$ cat config.mk
export PLATFORM = sky130hd
export DESIGN_NAME = i2c_bit_phy
export DESIGN_NICKNAME = d
export VERILOG_FILES = /design/src/rtl/i2c_bit_phy.sv
export SDC_FILE = /design/constraint.sdc
export NUM_CORES = 1
export LEC_CHECK = 0
export ABC_AREA = 1
export CAP_MARGIN = 10
export CORE_MARGIN = 2
export CORE_UTILIZATION = 49
export CTS_CLUSTER_DIAMETER = 150
export CTS_CLUSTER_SIZE = 25
export DETAILED_ROUTE_END_ITERATION = 10
export PLACE_DENSITY = 0.71
export SYNTH_ARGS = -nofsm -noshare
export SYNTH_HDL_FRONTEND = slang
export SYNTH_SLANG_ARGS = --single-unit
$ cat constraint.sdc
create_clock -name clock -period 4.1 [get_ports clock]
set_clock_uncertainty 0.15 [all_clocks]
set_input_delay 1.025 -clock clock [delete_from_list [all_inputs] [get_ports clock]]
set_output_delay 1.025 -clock clock [all_outputs]
set_load 0.02 [all_outputs]
$ cat src/rtl/i2c_bit_phy.sv
// Bit-level I2C master line driver: runs one START/DATA/ACK/STOP slot per
// accepted command, 4*DIV cycles each, and returns the sampled ACK level.
module i2c_bit_phy #(
  parameter int DIV = 250
) (
  input  logic       clock,
  input  logic       reset,
  input  logic       cmd_valid,
  output logic       cmd_ready,
  input  logic [1:0] cmd,
  input  logic       cmd_bit,
  input  logic       sda_in,
  output logic       scl_out,
  output logic       sda_oe,
  output logic       ack_n,
  output logic       ack_valid,
  output logic       bit_done,
  output logic       busy
);
  localparam int CW = $clog2(DIV);
  localparam logic [1:0] C_DATA  = 2'd0;
  localparam logic [1:0] C_START = 2'd1;
  localparam logic [1:0] C_STOP  = 2'd2;
  localparam logic [1:0] C_ACK   = 2'd3;

  typedef enum logic [1:0] {IDLE, HOLD, RUN} state_t;

  state_t        state;
  logic [1:0]    phase;
  logic [CW-1:0] cnt;
  logic [1:0]    cmd_q;
  logic          bit_q;
  logic          q_last;
  logic          q_prelast;

  assign q_last    = (cnt == CW'(DIV - 1));
  assign q_prelast = (cnt == CW'(DIV - 2));
  assign busy      = (state == RUN);
  assign cmd_ready = (state != RUN) && !reset;

  // Line levels {scl, sda_oe} for a given phase; phase 0 may hold prior levels.
  function automatic logic [1:0] levels(input logic [1:0] c, input logic b,
                                        input logic [1:0] ph, input logic scl0,
                                        input logic oe0);
    logic s, o;
    s = scl0;
    o = oe0;
    case (c)
      C_DATA: begin
        s = ph[1];
        o = (ph == 2'd0) ? oe0 : ~b;
      end
      C_ACK: begin
        s = ph[1];
        o = (ph == 2'd0) ? oe0 : 1'b0;
      end
      C_START: begin
        s = (ph == 2'd0) ? scl0 : 1'b1;
        o = ph[1];
      end
      default: begin
        s = (ph != 2'd0);
        o = (ph != 2'd3);
      end
    endcase
    return {s, o};
  endfunction

  always_ff @(posedge clock or posedge reset) begin
    if (reset) begin
      state     <= IDLE;
      phase     <= 2'd0;
      cnt       <= '0;
      cmd_q     <= 2'd0;
      bit_q     <= 1'b0;
      scl_out   <= 1'b1;
      sda_oe    <= 1'b0;
      ack_n     <= 1'b1;
      ack_valid <= 1'b0;
      bit_done  <= 1'b0;
    end else begin
      ack_valid <= 1'b0;
      bit_done  <= 1'b0;
      case (state)
        IDLE, HOLD: begin
          if (cmd_valid) begin
            state               <= RUN;
            phase               <= 2'd0;
            cnt                 <= '0;
            cmd_q               <= cmd;
            bit_q               <= cmd_bit;
            {scl_out, sda_oe}   <= levels(cmd, cmd_bit, 2'd0, scl_out, sda_oe);
          end
        end
        RUN: begin
          cnt <= q_last ? '0 : cnt + CW'(1);
          if (phase == 2'd3 && q_prelast) bit_done <= 1'b1;
          // ACK level is taken on the edge that enters phase 3
          if (phase == 2'd2 && q_last && cmd_q == C_ACK) begin
            ack_n     <= sda_in;
            ack_valid <= 1'b1;
          end
          if (q_last) begin
            if (phase == 2'd3) begin
              phase <= 2'd0;
              if (cmd_q == C_STOP) begin
                state   <= IDLE;
                scl_out <= 1'b1;
                sda_oe  <= 1'b0;
              end else begin
                state   <= HOLD;
                scl_out <= 1'b0;
              end
            end else begin
              phase             <= phase + 2'd1;
              {scl_out, sda_oe} <= levels(cmd_q, bit_q, phase + 2'd1, scl_out, sda_oe);
            end
          end
        end
        default: state <= IDLE;
      endcase
    end
  end
endmodule
; ---- Word-level counts from Yosys, hierarchy flattened
; Cells that the tools add are included.
[classes]
addsub = 2
n_mul = 0
n_div = 0
order_cmp = 0
eq_ne = 22
n_shift = 0
mux = 33
bitwise = 1
reduce_logical = 21
[op_table]
columns = cell, count
row1 = 1-bit two-way mux, 17
row2 = 8-bit equality test (second input constant), 2
row3 = 8-bit two-way mux, 2
row4 = 8-bit case mux with 2 select lines, 1
row5 = 2-bit equality test (second input constant), 6
row6 = 2-bit two-way mux, 6
row7 = 4-bit != test (second input constant), 3
row8 = 2-bit != test (second input constant), 5
row9 = 8-bit by 1-bit adder with 8-bit output (second input constant), 1
row10 = 2-bit logical NOT, 4
row11 = 1-bit case mux with 2 select lines, 4
row12 = 2-bit case mux with 2 select lines, 2
row13 = 7-bit AND reduction, 1
row14 = 2-bit by 1-bit equality test with 1-bit output (second input constant), 3
row15 = 2-bit AND reduction, 3
row16 = 3-bit AND reduction, 2
row17 = 2-bit OR reduction, 3
row18 = 5-bit AND reduction, 1
row19 = 1-bit logical AND, 4
row20 = 2-bit by 1-bit != test with 1-bit output (second input constant), 2
row21 = 2-bit nonzero test, 2
row22 = 3-bit by 2-bit != test with 1-bit output (second input constant), 1
row23 = 1-bit case mux with 3 select lines, 1
row24 = 2-bit by 1-bit adder with 2-bit output (second input constant), 1
row25 = other kinds (2), 2
[word_totals]
regBits = 20
latchBits = 0
ram_bits = 0
romBits = 0
input_bits = 7
memories = 0

; ---- Depth between registers and ports, before layout
; Gate-level depths: netlist of run 1.
[logic_depth]
depth_word = 7
depth_mapped = 10
depth_no_buf = 10

; ---- Least setup slack after synthesis of run 1
; Ideal clock, no wire load.
[synth_timing]
path_kind = input-to-output
from = input reset
to = output cmd_ready
t_arrival_ns = 1.318
slack_ns = 1.607
cell_stages = 1
path_buffers = 0
cell_sequence = nor2_1
[synth_via]
elab_chain_cells = 2
[synth_lines]
columns = item, line_no
row1 = from (decl), 7  ; input logic reset,
row2 = 1-bit logical NOT (no source line), n/a
row3 = 1-bit logical AND, 39  ; assign cmd_ready = (state != RUN) && !reset;
row4 = to (decl), 9  ; output logic cmd_ready,
; Every way passes these cells.

; ---- Worst setup path in the final report of run 1
; Same ends and word-level chain as after synthesis.

==> results of run 1 <==
flip-flops by register name (all words and copies together) (netlist names):
register   count
bit_q          1
ack_n          1
bit_done       1
sda_oe         1
ack_valid      1
cnt            8
phase          2
state          2
scl_out        1
cmd_q          2
power by group:
part / internal (mW) / switching (mW)
sequential: 0.254 / 0.0506
combinational: 0.152 / 0.246
clock: 0.0541 / 0.0609
logic make-up after synthesis:
group,count (synthesis)
AOI/OAI and AO/OA,19
xor gates and xnor gates,4
adders and majority gates,12
buffers and inverters,30
DFF,20
muxes,1
and+or+nand+nor,73
critical path, cell delays in order:
cell	delay, ns
clkdlybuf4s50_1	0.42
nor2_1	0.11
clkdlybuf4s50_1	0.60
stage by stage:
| step | hold slack (ns) | std cells | instance area, um2 | worst slack (ns) |
|---|---|---|---|---|
| 6_report | 0.3278 | 205 | 1461 | 0.7732 |
| 2_1_floorplan | 0.3239 | 159 | 1269 | 1.607 |
| 5_1_grt | 0.3353 | 205 | 1461 | 0.6950 |
| 3_5_place_dp | 0.3103 | 201 | 1425 | 0.7671 |
| 4_1_cts | 0.3279 | 205 | 1461 | 0.7616 |
| 3_3_place_gp | 0.3029 | 201 | 1425 | 0.7786 |
layout make-up:
class                      instances  area, um2
fill                             224      993.5
inverter                          29      108.9
sequential                        20      503.0
tap                               30      37.54
timing repair buffer              13      130.1
multi-input combinational        109      645.6
clock buffer                       4      36.28
routing by layer:
layer | track usage | share of wire | wire [um]
met1 | 0.2249 | 0.46 | 1084
met2 | 0.3433 | 0.50 | 1182
met3 | 0.03552 | 0.030 | 70
met4 | 0.05833 | 0.012 | 29
met5 | 0 | 0 | 0
final timing paths:
check	end	slack, ns	cells after the start
setup / recovery	cmd_ready	0.77	3
hold / removal	ack_n$_DFFE_PP1P_	0.33	2
setup reg to reg	sda_oe$_DFFE_PP0P_	2.41	9
hold reg to reg	ack_n$_DFFE_PP1P_	0.33	2
max in group asynchronous	ack_valid$_DFF_PP0_	2.31	2
min in group asynchronous	cnt[1]$_DFFE_PP0P_	1.02	2
layout by cell type, fill, tap and decap left out, types with 2 or more instances in the layout:
master and n:
nand2_1 35, inv_1 27, dfrtp_1 18, nor2_1 15, nand3_1 13, clkdlybuf4s50_1 13
ha_1 12, o21ai_0 7, o22ai_1 4, clkbuf_4 3, nand2_2 2, inv_2 2
xor2_1 2, nand2_4 2, o21ai_1 2, a21oi_2 2, xnor2_1 2, dfstp_2 2
==> impl_metrics.ini, run 1 <==
[sta]
setup_viol = 0
hold_violations = 0
tightest_slew_ns = 0.7459
slew_violations = 0
fmaxAchievable_ghz = 0.3006
rsz0062_at_grt = no
fin_crit_ns = 3.327
slew_headroom = 0.5022
tns_ns = 0
post-route-period-util = 0.8114

[detailed_routing]
dr.pass1.iters = 4
postRouteAntennaNets = 0
route.vias.total = 1047
wl_per_cell_um = 11.55
drc = 0
drt-initial-drc-count = 16
routed_via_density = 5.107
drt_wl_total_um = 2367

[cts]
cts.sinks = 20
cts_max_level = 1
postCtsSetupBuffers = 0
cts_hold_buf = 0
clock_latency_ns = 0.30
cts_tree = built
root_buffer = clkbuf_4
cts_resized = 0
clk_pin_slew_ns = 0.11
cts_buffer_depth = 2
cts_buffers = 3

[yosys]
synthAdderAreaFrac = 0.1183
synth_top_cell_area_share = 0.3550
yosysSeqAreaShare = 0.3964
syn_area_per_cell_um2 = 7.979
synthMuxAreaShare = 0.008876
ys_seq_elements = 20
ys.flop_type = dfrtp_1
ys_top_cells_by_count = nand2_1, inv_1, dfrtp_1
synthArstFlopShare = 1.000
post-synth-top-count-cell = nand2_1
synth_area_leaders = dfrtp_1, ha_1, nand2_1, inv_1, nand3_1
synth_top_area_cell = dfrtp_1
synth_top_family_by_area = simple AND/OR/NAND/NOR gates
synth_area_um2 = 1269
netlist_instances = 159
synthXorXnorAreaFrac = 0.02761
yosysWarnings = 0
synth_cell_types = 28
synth_compound_area_frac = 0.09172
yosys.area_share.simple = 0.2623
syn-num-nets = 178
synth-edff-count = 0

[floorplanning]
start_util = 0.5168
dieArea_um2 = 3012
core_area_um2 = 2455
die_w_um = 54.89
io_pins = 14
num_rows = 18
die_height_um = 54.89

[worst_setup_path]
arrival_ns = 2.15
startpoint = reset
worstPathRequired_ns = 2.92
critPathMaxFanout = 2
cp-end-kind = output pin
critPathKind = in2out
regToRegStartpoint = cnt[1]$_DFFE_PP0P_
start_kind = input port

[placed_design]
place_congestion = 0.8440
io_buffer_count = 13
place_hpwl_um = 1847

[pwr]
leakagePower_nw = 0.7264
ir_drop_v = 0.0003383
total_power_mw = 0.8171
powerDensity_nw_per_um2 = 559.1

[global_route]
grt_pass1_wl_um = 4146
grt_max_degree = 21
grt_pass1_vias = 1014
grt_use_total = 0.1903
antenna_found_initial = 0
grt_overflow_total = 0

[status]
status = finished, final reports clean

[final_layout]
final_nets = 195
postLayoutCoreUtil = 0.5953
n_antenna_cell = 0
drive_gt1_frac = 0.1086
area_growth_pct = 15.19

[hold_path]
hold_path_class = reg2reg
min_from = ack_n$_DFFE_PP1P_

[job]
cap_violations = 0
Power figures use the tool's default switching activity.
==> run 2, diff against run 1 <==
clock period = 3.4 ns   (was 4.1 ns; I/O delays follow)
==> run 2 against run 1 <==
Setup slack worse by 0.36 ns. Count of clock-buffer cells in the layout unchanged. Power grew 20%. Utilization is the same. Highest routed layer unchanged.
==> impl_metrics.ini, run 2 (synthesis gave the netlist of run 1 again) <==
[pwr]
combPwrFrac = 0.483
switching_power_mw = 0.4297
ir_drop_v = 0.0005319
pwr-share-seq = 0.375
powerDensity_nw_per_um2 = 671.8
clock_power_share = 0.142
internal-power_mw = 0.5521
leakagePower_nw = 0.7264
p_sw_frac = 0.4377
total_power_mw = 0.9818

[worst_setup_path]
start_kind = input port
critPathSlowestCell = clkdlybuf4s50_1
cp-end-kind = output pin
cpPeakStageDelay_ns = 0.61
critPathKind = in2out
crit_path_frequent_cell = clkdlybuf4s50_1
critPathMaxFanout = 2
path_cells = clkdlybuf4s50_1 -> nor2_1 -> clkdlybuf4s50_1
arrival_ns = 1.99
rr_worst_depth = 9
reg2reg_setup_slack_ns = 1.73
worstPathRequired_ns = 2.40

[cts]
cts.sinks = 20
postCtsSetupBuffers = 0
cts_buffers = 3
cts_max_level = 1
clock_latency_ns = 0.30
cts_buffer_depth = 2
cts_tree = built
cts_hold_buf = 0
root_buffer = clkbuf_4
cts_resized = 0
clk_pin_slew_ns = 0.11

[final_layout]
fill_cells = 231
final_common_cell = nand2_1
n_antenna_cell = 0
regMostFlops = cnt
final_cell_mix = nand2_1, inv_1, dfrtp_1
largest_reg_flops = 8
final_nets = 195
postLayoutCoreUtil = 0.5953
drive_gt1_frac = 0.1086
area_growth_pct = 15.19

[global_route]
grt_use_total = 0.1914
grt_pass1_vias = 1003
grt_overflow_total = 0
antenna_found_initial = 0
grt_pass1_wl_um = 4057
grt_max_degree = 21

[sta]
rsz0062_at_grt = no
hold_violations = 0
setup_viol = 0
layout_setup_ws_ns = 0.4132
timing.hold.ws_ns = 0.3256
tns_ns = 0
tightest_slew_ns = 0.7553
slew_headroom = 0.4959
fin_crit_ns = 2.987
fmaxAchievable_ghz = 0.3348
post-route-period-util = 0.8785
slew_violations = 0

[detailed_routing]
drt-initial-drc-count = 27
route.vias.total = 1038
routed_via_density = 5.063
postRouteAntennaNets = 0
wl_per_cell_um = 11.81
dr.pass1.iters = 4
drt_wl_total_um = 2421
drc = 0

[floorplanning]
core_area_um2 = 2455
die_height_um = 54.89
die_w_um = 54.89
start_util = 0.5168
dieArea_um2 = 3012
num_rows = 18
io_pins = 14

[placed_design]
place_hpwl_um = 1901
place_congestion = 0.8230
io_buffer_count = 13
post-place-ws_ns = 0.4219

[hold_path]
whs_path_depth = 2
hold_path_class = reg2reg

[status]
status = finished, final reports clean

[job]
cap_violations = 0
run 2: cell counts in the layout (fill, tap and decap cells not counted):
No cell type changed its count.
run 2: power groups by stage:
stage,registers [mW],logic (mW),clock network (mW)
global placement,0.369,0.469,0
finish,0.368,0.474,0.139
detailed placement,0.373,0.478,0
global route,0.379,0.535,0.156
CTS,0.368,0.480,0.143
floorplan,0.372,0.355,0
run 2: per-layer routing:
layer  wire length [um]  track usage  vias up
met5                  0            0        -
met3                 56      0.03279        4
li1                   -            -      535
met4                 26      0.08750        0
met2               1208       0.3234       13
met1               1129       0.2351      486
run 2: worst paths after layout:
kind / start / to
min reg2reg: ack_n$_DFFE_PP1P_ / ack_n$_DFFE_PP1P_
min: ack_n$_DFFE_PP1P_ / ack_n$_DFFE_PP1P_
max in group asynchronous: reset / cnt[7]$_DFFE_PP0P_
max: reset / cmd_ready
min in group asynchronous: reset / cnt[1]$_DFFE_PP0P_
max reg2reg: cnt[1]$_DFFE_PP0P_ / sda_oe$_DFFE_PP0P_
run 2: per-stage QoR:
| step | instances | cell area [um2] |
|---|---|---|
| 2_1_floorplan | 159 | 1269 |
| 3_3_place_gp | 201 | 1425 |
| 3_5_place_dp | 201 | 1425 |
| 4_1_cts | 205 | 1461 |
| 5_1_grt | 205 | 1461 |
| 6_report | 205 | 1461 |
run 2: layout make-up:
type,count,area [um2],share of cell area
clock buffers,4,36.28,0.02483
well taps,30,37.54,0.02568
repair buffers,13,130.1,0.08904
inverters,29,108.9,0.07449
flip-flops and latches,20,503.0,0.3442
multi-input cells,109,645.6,0.4418
run 2: critical path: cells and delay by family:
family | cells | cell delay, ns
buf+inv | 2 | 1.03
simple gates | 1 | 0.11
==> run 3, diff against run 2 <==
CORE_UTILIZATION = 30   (was 49)
PLACE_DENSITY = default   (was 0.71)
==> run 3 against run 2 <==
Count of clock-buffer cells in the layout unchanged. Setup slack better by 0.015 ns. Combinational power about the same. Maximum frequency up 0.51%. Critical endpoint unchanged. Largest power group unchanged.
==> impl_metrics.ini, run 3 (synthesis gave the netlist of run 1 again) <==
[status]
status = finished, final reports clean

[floorplanning]
io_pins = 14
num_rows = 23
dieArea_um2 = 4765
start_util = 0.3149
die_height_um = 69.03
die_w_um = 69.03
core_area_um2 = 4029

[pwr]
ir_drop_v = 0.0002600
powerDensity_nw_per_um2 = 684.9
leakagePower_nw = 0.7341

[sta]
tightest_slew_ns = 0.7913
hold_violations = 0
fin_crit_ns = 2.972
fmaxAchievable_ghz = 0.3365
tns_ns = 0
slew_violations = 0
setup_viol = 0
post-route-period-util = 0.8741
rsz0062_at_grt = no
slew_headroom = 0.4719

[final_layout]
largest_reg_flops = 8
final_common_cell = nand2_1
area_growth_pct = 18.64
drive_gt1_frac = 0.1086
fill_cells = 435
fin_area_um2 = 1505
final_cell_mix = nand2_1, inv_1, dfrtp_1
regMostFlops = cnt
final_nets = 195
n_antenna_cell = 0

[cts]
cts_tree = built
cts_hold_buf = 0
postCtsSetupBuffers = 0
cts.sinks = 20
root_buffer = clkbuf_8
clock_latency_ns = 0.26
cts_buffers = 3
cts_resized = 0
clk_pin_slew_ns = 0.07
cts_max_level = 1
cts_buffer_depth = 2

[detailed_routing]
drc = 0
route.vias.total = 1013
wl_met3_um = 65
routed_via_density = 4.502
wl_met1_um = 1191
dr.pass1.iters = 4
postRouteAntennaNets = 0
wl_met2_um = 1175
drt-initial-drc-count = 46
drt_wl_total_um = 2453
top_layer = met4
wl_per_cell_um = 10.90

[worst_setup_path]
path_cells = clkdlybuf4s50_1 -> nor2_1 -> clkdlybuf4s50_1
crit_path_frequent_cell = clkdlybuf4s50_1
arrival_ns = 1.97
regToRegStartpoint = cnt[1]$_DFFE_PP0P_
critPathKind = in2out
critPathSlowestCell = clkdlybuf4s50_1
worstPathRequired_ns = 2.40
cpPeakStageDelay_ns = 0.60
start_kind = input port
cp-end-kind = output pin
critPathMaxFanout = 2
startpoint = reset
rr_worst_depth = 9

[global_route]
grt_overflow_total = 0
grt_pass1_vias = 1012
grt_pass1_wl_um = 4374
grt_use_total = 0.1107
antenna_found_initial = 0
grt_max_degree = 21

[placed_design]
place_congestion = 0.7525
detailed_place.area_um2 = 1450
io_buffer_count = 13
place_hpwl_um = 1849

[job]
cap_violations = 0

[hold_path]
whs_path_depth = 2
min_from = ack_n$_DFFE_PP1P_
hold_path_class = reg2reg
## run 3: cell types whose count changed in the layout (fill, tap and decap cells not counted)
cell,previous run,this run
clkbuf_4,3,0
clkbuf_8,1,4
## run 3: per-layer routing
metal  vias to the layer above  GRT usage
met5                         -          0
met3                         4    0.03070
met1                       468     0.1397
met4                         0    0.01961
li1                        532          -
met2                         9     0.1902
## run 3: stage by stage
step	total power, mW	worst slack [ns]	std cells	util	hold WS (ns)
floorplan	0.7264	1.257	159	-	0.3239
global placement	0.8537	0.4289	221	0.3599	0.3066
detailed placement	0.8537	0.4310	221	0.3599	0.3074
CTS	1.044	0.4247	225	0.3736	0.3213
global route	1.121	0.3588	225	0.3736	0.3290
finish	1.031	0.4282	225	0.3736	0.3169
## run 3: final timing paths
check                                  endpoint  slack [ns]
hold reg to reg               ack_n$_DFFE_PP1P_        0.32
hold / removal                ack_n$_DFFE_PP1P_        0.32
min in group asynchronous  state[0]$_DFFE_PP0P_        0.91
setup / recovery                      cmd_ready        0.43
max in group asynchronous    sda_oe$_DFFE_PP0P_        1.69
setup reg to reg             sda_oe$_DFFE_PP0P_        1.71
## run 3: power breakdown
group | internal [mW] | leakage, nW | switching, mW
logic | 0.181 | 0.452 | 0.296
registers | 0.306 | 0.253 | 0.0601
clock network | 0.103 | 0.0288 | 0.0848
total | 0.590 | 0.734 | 0.441
## run 3: area by class of cell
| type | instances | area [um2] | area share |
|---|---|---|---|
| multi-input cells | 109 | 645.6 | 0.4289 |
| repair buffers | 13 | 130.1 | 0.08645 |
| flip-flops and latches | 20 | 503.0 | 0.3342 |
| clock buffers | 4 | 55.05 | 0.03658 |
| well taps | 50 | 62.56 | 0.04156 |
| inverters | 29 | 108.9 | 0.07232 |
## run 3: worst max-delay path: cells and delay by family
kind                   cells  cell delay [ns]
and+or+nand+nor            1             0.10
buffers and inverters      2             1.02
